==> src/rtl/bilinear_feeder.sv <==
// Bilinear neighbourhood fetcher: walks the destination raster, reads the 2x2 source
// neighbourhood for each pixel and presents it with its Q8.8 weights to an interpolator.
module bilinear_feeder #(
    parameter int unsigned DIM_W  = 12,
    parameter int unsigned ADDR_W = 24
) (
    input  logic              clk,
    input  logic              rst_n,
    input  logic              i_cfg_start,
    input  logic [DIM_W-1:0]  i_src_w,
    input  logic [DIM_W-1:0]  i_src_h,
    input  logic [DIM_W-1:0]  i_dst_w,
    input  logic [DIM_W-1:0]  i_dst_h,
    input  logic [15:0]       i_step_x,
    input  logic [15:0]       i_step_y,
    output logic              o_rd_en,
    output logic [ADDR_W-1:0] o_rd_addr,
    input  logic [7:0]        i_rd_data,
    output logic              o_start,
    output logic [7:0]        o_p1,
    output logic [7:0]        o_p2,
    output logic [7:0]        o_p3,
    output logic [7:0]        o_p4,
    output logic [15:0]       o_wx,
    output logic [15:0]       o_wy,
    output logic              o_busy,
    output logic              o_done
);

    // wide enough for the 12-bit integer part of an accumulator and any dimension
    localparam int unsigned CW = DIM_W + 13;
    localparam int unsigned FW = ADDR_W + 2 * CW;

    typedef enum logic [2:0] {
        S_IDLE,
        S_R1,
        S_R2,
        S_R3,
        S_R4,
        S_CAP,
        S_EMIT,
        S_FIN
    } state_t;

    state_t state_q, state_d;

    logic [DIM_W-1:0] src_w_q, src_h_q, dst_w_q, dst_h_q;
    logic [DIM_W-1:0] dx_q, dy_q;
    logic [15:0]      step_x_q, step_y_q;
    logic [19:0]      acc_x_q, acc_y_q;
    logic             fin_hold_q;
    logic [7:0]       s1_q, s2_q, s3_q;
    logic [7:0]       p1_q, p2_q, p3_q, p4_q;
    logic [15:0]      wx_q, wy_q;

    logic [CW-1:0]    ix, iy, xmax, ymax;
    logic [CW-1:0]    x0, x1, y0, y1, xsel, ysel;
    logic             x_edge, y_edge;
    logic [20:0]      sum_x, sum_y;
    logic [19:0]      acc_x_inc, acc_y_inc;
    logic             row_end, last_pix, empty_cfg;
    logic [ADDR_W-1:0] addr;

    // Neighbourhood coordinates, clamped to the source image
    always_comb begin
        ix     = CW'(acc_x_q[19:8]);
        iy     = CW'(acc_y_q[19:8]);
        xmax   = (src_w_q == '0) ? '0 : CW'(src_w_q) - CW'(1);
        ymax   = (src_h_q == '0) ? '0 : CW'(src_h_q) - CW'(1);
        x_edge = (ix >= xmax);
        y_edge = (iy >= ymax);
        x0     = x_edge ? xmax : ix;
        x1     = x_edge ? xmax : ix + CW'(1);
        y0     = y_edge ? ymax : iy;
        y1     = y_edge ? ymax : iy + CW'(1);
    end

    always_comb begin
        xsel = x0;
        ysel = y0;
        case (state_q)
            S_R2: xsel = x1;
            S_R3: ysel = y1;
            S_R4: begin
                xsel = x1;
                ysel = y1;
            end
            default: ;
        endcase
        addr = ADDR_W'(FW'(ysel) * FW'(src_w_q) + FW'(xsel));
    end

    always_comb begin
        sum_x     = {1'b0, acc_x_q} + 21'(step_x_q);
        sum_y     = {1'b0, acc_y_q} + 21'(step_y_q);
        acc_x_inc = sum_x[20] ? 20'hFFFFF : sum_x[19:0];
        acc_y_inc = sum_y[20] ? 20'hFFFFF : sum_y[19:0];
        row_end   = (dx_q == dst_w_q - DIM_W'(1));
        last_pix  = row_end && (dy_q == dst_h_q - DIM_W'(1));
        empty_cfg = (i_dst_w == '0) || (i_dst_h == '0);
    end

    always_ff @(posedge clk) begin
        if (!rst_n) begin
            state_q <= S_IDLE;
        end else begin
            state_q <= state_d;
        end
    end

    always_comb begin
        state_d = state_q;
        o_rd_en = 1'b0;
        o_start = 1'b0;
        o_done  = 1'b0;
        case (state_q)
            S_IDLE: begin
                if (i_cfg_start) begin
                    state_d = empty_cfg ? S_FIN : S_R1;
                end
            end
            S_R1: begin
                o_rd_en = 1'b1;
                state_d = S_R2;
            end
            S_R2: begin
                o_rd_en = 1'b1;
                state_d = S_R3;
            end
            S_R3: begin
                o_rd_en = 1'b1;
                state_d = S_R4;
            end
            S_R4: begin
                o_rd_en = 1'b1;
                state_d = S_CAP;
            end
            S_CAP: state_d = S_EMIT;
            S_EMIT: begin
                o_start = 1'b1;
                state_d = last_pix ? S_FIN : S_R1;
            end
            // an empty frame lingers one extra cycle here so its o_done lands two
            // cycles after the start, like a pixel frame's lands one after EMIT
            S_FIN: begin
                if (!fin_hold_q) begin
                    o_done  = 1'b1;
                    state_d = S_IDLE;
                end
            end
            default: state_d = S_IDLE;
        endcase
    end

    // Fetched pixels go through a staging set so the outputs hold from one EMIT to the next
    always_ff @(posedge clk) begin
        if (!rst_n) begin
            src_w_q    <= '0;
            src_h_q    <= '0;
            dst_w_q    <= '0;
            dst_h_q    <= '0;
            step_x_q   <= '0;
            step_y_q   <= '0;
            dx_q       <= '0;
            dy_q       <= '0;
            acc_x_q    <= '0;
            acc_y_q    <= '0;
            fin_hold_q <= 1'b0;
            s1_q       <= '0;
            s2_q       <= '0;
            s3_q       <= '0;
            p1_q       <= '0;
            p2_q       <= '0;
            p3_q       <= '0;
            p4_q       <= '0;
            wx_q       <= '0;
            wy_q       <= '0;
        end else begin
            case (state_q)
                S_IDLE: begin
                    if (i_cfg_start) begin
                        src_w_q    <= i_src_w;
                        src_h_q    <= i_src_h;
                        dst_w_q    <= i_dst_w;
                        dst_h_q    <= i_dst_h;
                        step_x_q   <= i_step_x;
                        step_y_q   <= i_step_y;
                        dx_q       <= '0;
                        dy_q       <= '0;
                        acc_x_q    <= '0;
                        acc_y_q    <= '0;
                        fin_hold_q <= empty_cfg;
                    end
                end
                S_R2: s1_q <= i_rd_data;
                S_R3: s2_q <= i_rd_data;
                S_R4: s3_q <= i_rd_data;
                S_CAP: begin
                    p1_q <= s1_q;
                    p2_q <= s2_q;
                    p3_q <= s3_q;
                    p4_q <= i_rd_data;
                    wx_q <= x_edge ? '0 : {8'h00, acc_x_q[7:0]};
                    wy_q <= y_edge ? '0 : {8'h00, acc_y_q[7:0]};
                end
                S_EMIT: begin
                    if (row_end) begin
                        dx_q    <= '0;
                        acc_x_q <= '0;
                        dy_q    <= dy_q + DIM_W'(1);
                        acc_y_q <= acc_y_inc;
                    end else begin
                        dx_q    <= dx_q + DIM_W'(1);
                        acc_x_q <= acc_x_inc;
                    end
                end
                S_FIN: fin_hold_q <= 1'b0;
                default: ;
            endcase
        end
    end

    assign o_rd_addr = o_rd_en ? addr : '0;
    assign o_busy    = (state_q != S_IDLE);
    assign o_p1      = p1_q;
    assign o_p2      = p2_q;
    assign o_p3      = p3_q;
    assign o_p4      = p4_q;
    assign o_wx      = wx_q;
    assign o_wy      = wy_q;

endmodule

==> config.mk <==
export PLATFORM = sky130hd
export DESIGN_NAME = bilinear_feeder
export DESIGN_NICKNAME = d
export VERILOG_FILES = /design/src/rtl/bilinear_feeder.sv
export SDC_FILE = /design/constraint.sdc
export NUM_CORES = 1
export LEC_CHECK = 0
export BUFFER_PORTS_ARGS = -buffer_cell sky130_fd_sc_hd__buf_4
export CORE_ASPECT_RATIO = 2
export CORE_MARGIN = 4
export CORE_UTILIZATION = 51
export DETAILED_ROUTE_END_ITERATION = 12
export GPL_TIMING_DRIVEN = 0
export HOLD_SLACK_MARGIN = 0.02
export PLACE_DENSITY_LB_ADDON = 0.3
export SETUP_SLACK_MARGIN = 0.02
export SLEW_MARGIN = 20
export SYNTH_ARGS = -nofsm -noshare
export SYNTH_HDL_FRONTEND = slang
export SYNTH_SLANG_ARGS = --single-unit
==> constraint.sdc <==
create_clock -name clk -period 21.1 [get_ports clk]
set_clock_uncertainty 0.15 [all_clocks]
set_input_delay 2.11 -clock clk [delete_from_list [all_inputs] [get_ports clk]]
set_output_delay 2.11 -clock clk [all_outputs]
set_load 0.02 [all_outputs]
==> results_dict.tcl <==
set metrics [dict create \
    outcome "finished, final reports clean" \
    synth_top_cell_by_area "dfxtp_1" \
    antenna-diode-count 0 \
    cts_tree "done" \
    routabilityCongestion 0.965 \
    die_width_um 144 \
    async_flop_share 0 \
    reg2reg_depth 18 \
    syn_area_um2 18800 \
    core_um2 36500 \
    crit_type "reg2out" \
    ys_top_cells_by_area "dfxtp_1 23%, fa_1 17%, nand2_1 8.9%" \
    worst_ep_required_time_ns 18.84 \
    rsz0062_at_grt "no" \
    wl_per_cell_um 19.0 \
    grt_overflow 0 \
    post-route-drc-count 0 \
    min_period_ns 12.63 \
    synth.most_common_cell "nand2_1" \
    final_cell_area_um2 21600 \
    grt_pass1_wl_um 91000 \
    slew_headroom 0.280 \
    syn_avg_cell_area_um2 8.01 \
    synth_cells 2349 \
    fin_crit_sh 0.599 \
    fp.dieH_um 280 \
    reg2reg_slack_ns 15.98 \
    cts_setup_buffers 0 \
    critical-path-slowest-cell "or4_1" \
    synthFlopType "dfxtp_1" \
    timing.rr.end "o_wx[3]" \
    place_area_um2 20800 \
    drtAntennaViolNets 0 \
    dr_total_vias 17200 \
    hpwl_um 47900 \
    maxCapViolCount 0 \
    vdd_drop_max_v 0.000107 \
    ys_seq_elements 220 \
    nNetsFinal 2940 \
    cts-root-buf "clkbuf_16" \
    die-area_um2 40200 \
    path_max_fanout 10 \
    antenna_found_initial 0 \
    cts_sinks 220 \
    endpoint_kind "output pin" \
    crit_top_cell "fa_1" \
    slew_violations 0 \
    powerDensity_nw_per_um2 73.4 \
    cts_resized 0 \
    min_from "s3_q[4]" \
    finalHoldViolations 0 \
    cts.clk_slew.worst_paths_ns 0.08 \
    cp_slowest_stage_delay_ns 0.58 \
    hold_depth 2 \
    synthDistinctLibCells 89 \
    clk_latency_ns 0.52 \
    clockBufferDepth 3 \
    drive_gt1_frac 0.113 \
    yosysSeqAreaShare 0.234 \
    leakage_nw 9.82 \
    synth_warnings 0 \
    synth-edff-count 0 \
    fmax_mhz 79.1 \
    io_buffers 166 \
    cts_inserted_buffers 20 \
    drt_first_pass_iters 5 \
    cts_hold_buf 0 \
    first_iter_violations 814 \
    setup_tns_ns 0 \
    h-tree-depth 1 \
    viasPerCell 5.64 \
    rows 99 \
    cp.arrival_ns 10.37 \
    worst_slew_pin_slew_ns 1.07 \
    synth_top_area_frac 0.234 \
    grt_max_degree 19 \
    hold_path_class "reg2reg" \
    timing.rr.start "src_w_q[1]" \
    hold_end "o_p3[4]" \
    io_pins 183 \
    grt_pass1_vias 18100 \
    initial_core_util 0.515 \
    synth_common_cells "444 x nand2_1, 248 x inv_1, 232 x a21oi_1" \
    worstSetupStartpointType "flop" \
    grt_use_total 0.287 \
    setup_violations 0 \
    wl_um 57900 \
    syn_to_final_growth_pct 14.5 \
]
cells in the final DEF (no fill, tap or decap), types with 49 or more instances in the layout:
master and count:
nand2_1 444, nor2_1 111, nand3_1 49, inv_1 248
xor2_1 52, ha_1 111, clkbuf_1 83, fa_1 164
xnor2_1 56, dfxtp_1 220, and2_1 79, a21oi_1 232
buf_4 187
worst max-delay path by stage:
stage,from,to,slack [ns],cells after the start
6_report,src_h_q[2],o_rd_addr[22],8.47,34
5_1_grt,src_h_q[2],o_rd_addr[22],8.11,34
4_1_cts,src_h_q[2],o_rd_addr[22],8.53,34
3_5_place_dp,src_h_q[2],o_rd_addr[22],9.10,34
3_3_place_gp,src_h_q[2],o_rd_addr[22],9.27,34
2_1_floorplan,src_h_q[2],o_rd_addr[23],10.79,34
sequential cells by signal, summed over array words and instances (netlist names):
name and flops:
o_wx 8, state_q 3, dx_q 12, s3_q 8, s1_q 8, o_wy 8
step_y_q 16, step_x_q 16, src_h_q 12, dst_w_q 12, dst_h_q 12, fin_hold_q 1
dy_q 12, o_p1 8, acc_x_q 20, acc_y_q 20, src_w_q 12, s2_q 8
o_p2 8, o_p4 8, o_p3 8
layer usage:
| layer | global-route usage | routed length, um | vias to the layer above | share of wire |
|---|---|---|---|---|
| met1 | 0.267 | 18500 | 8166 | 0.32 |
| met4 | 0.231 | 5600 | 0 | 0.097 |
| met2 | 0.538 | 30900 | 603 | 0.53 |
| met5 | 0 | 0 | - | 0 |
| met3 | 0.0369 | 2850 | 252 | 0.049 |
| li1 | - | - | 8129 | - |
worst max-delay path: cells and delay by family, from the launching register on:
kind,cells,cell delay [ns]
compound gates,9,1.96
flops,1,0.39
buf+inv,6,1.08
mux,2,0.67
simple gates,9,2.39
fa+ha+maj,7,3.16
xor+xnor,1,0.20
kinds of logic (layout without fill, tap and decap cells):
logic type | after synthesis | after routing | synth area share
buffers and inverters | 383 | 585 | 0.0830
AOI/OAI and AO/OA | 459 | 459 | 0.152
other | 2 | 39 | 0.000399
adders and majority gates | 275 | 275 | 0.248
xor gates and xnor gates | 108 | 108 | 0.0502
and+or+nand+nor | 887 | 887 | 0.224
muxes | 15 | 15 | 0.00851
DFF | 220 | 220 | 0.234
stage by stage:
| stage | power, mW | instances | hold slack [ns] | util | worst slack, ns |
|---|---|---|---|---|---|
| 2_1_floorplan | 0.941 | 2386 | 0.282 | - | 10.79 |
| 3_3_place_gp | 1.14 | 3006 | 0.289 | 0.569 | 9.27 |
| 3_5_place_dp | 1.15 | 3006 | 0.295 | 0.569 | 9.10 |
| 4_1_cts | 1.58 | 3042 | 0.305 | 0.590 | 8.53 |
| 5_1_grt | 1.68 | 3042 | 0.325 | 0.590 | 8.11 |
| 6_report | 1.58 | 3042 | 0.302 | 0.590 | 8.47 |
power by group:
group	leakage, nW	internal (mW)	switching (mW)
combinational	7.66	0.268	0.424
clock	0.367	0.253	0.179
sequential	1.78	0.436	0.0212
total	9.82	0.957	0.625
cell type report:
class,count,area (um2)
Clock buffer,23,553
Clock inverter,13,215
Sequential cell,220,4400
Inverter,249,935
Fill cell,3323,15000
Tap cell,454,568
Timing Repair Buffer,166,1250
Buffer,134,627
Multi-Input combinational cell,1783,13000
No activity file was read; power rests on OpenSTA's default activity.
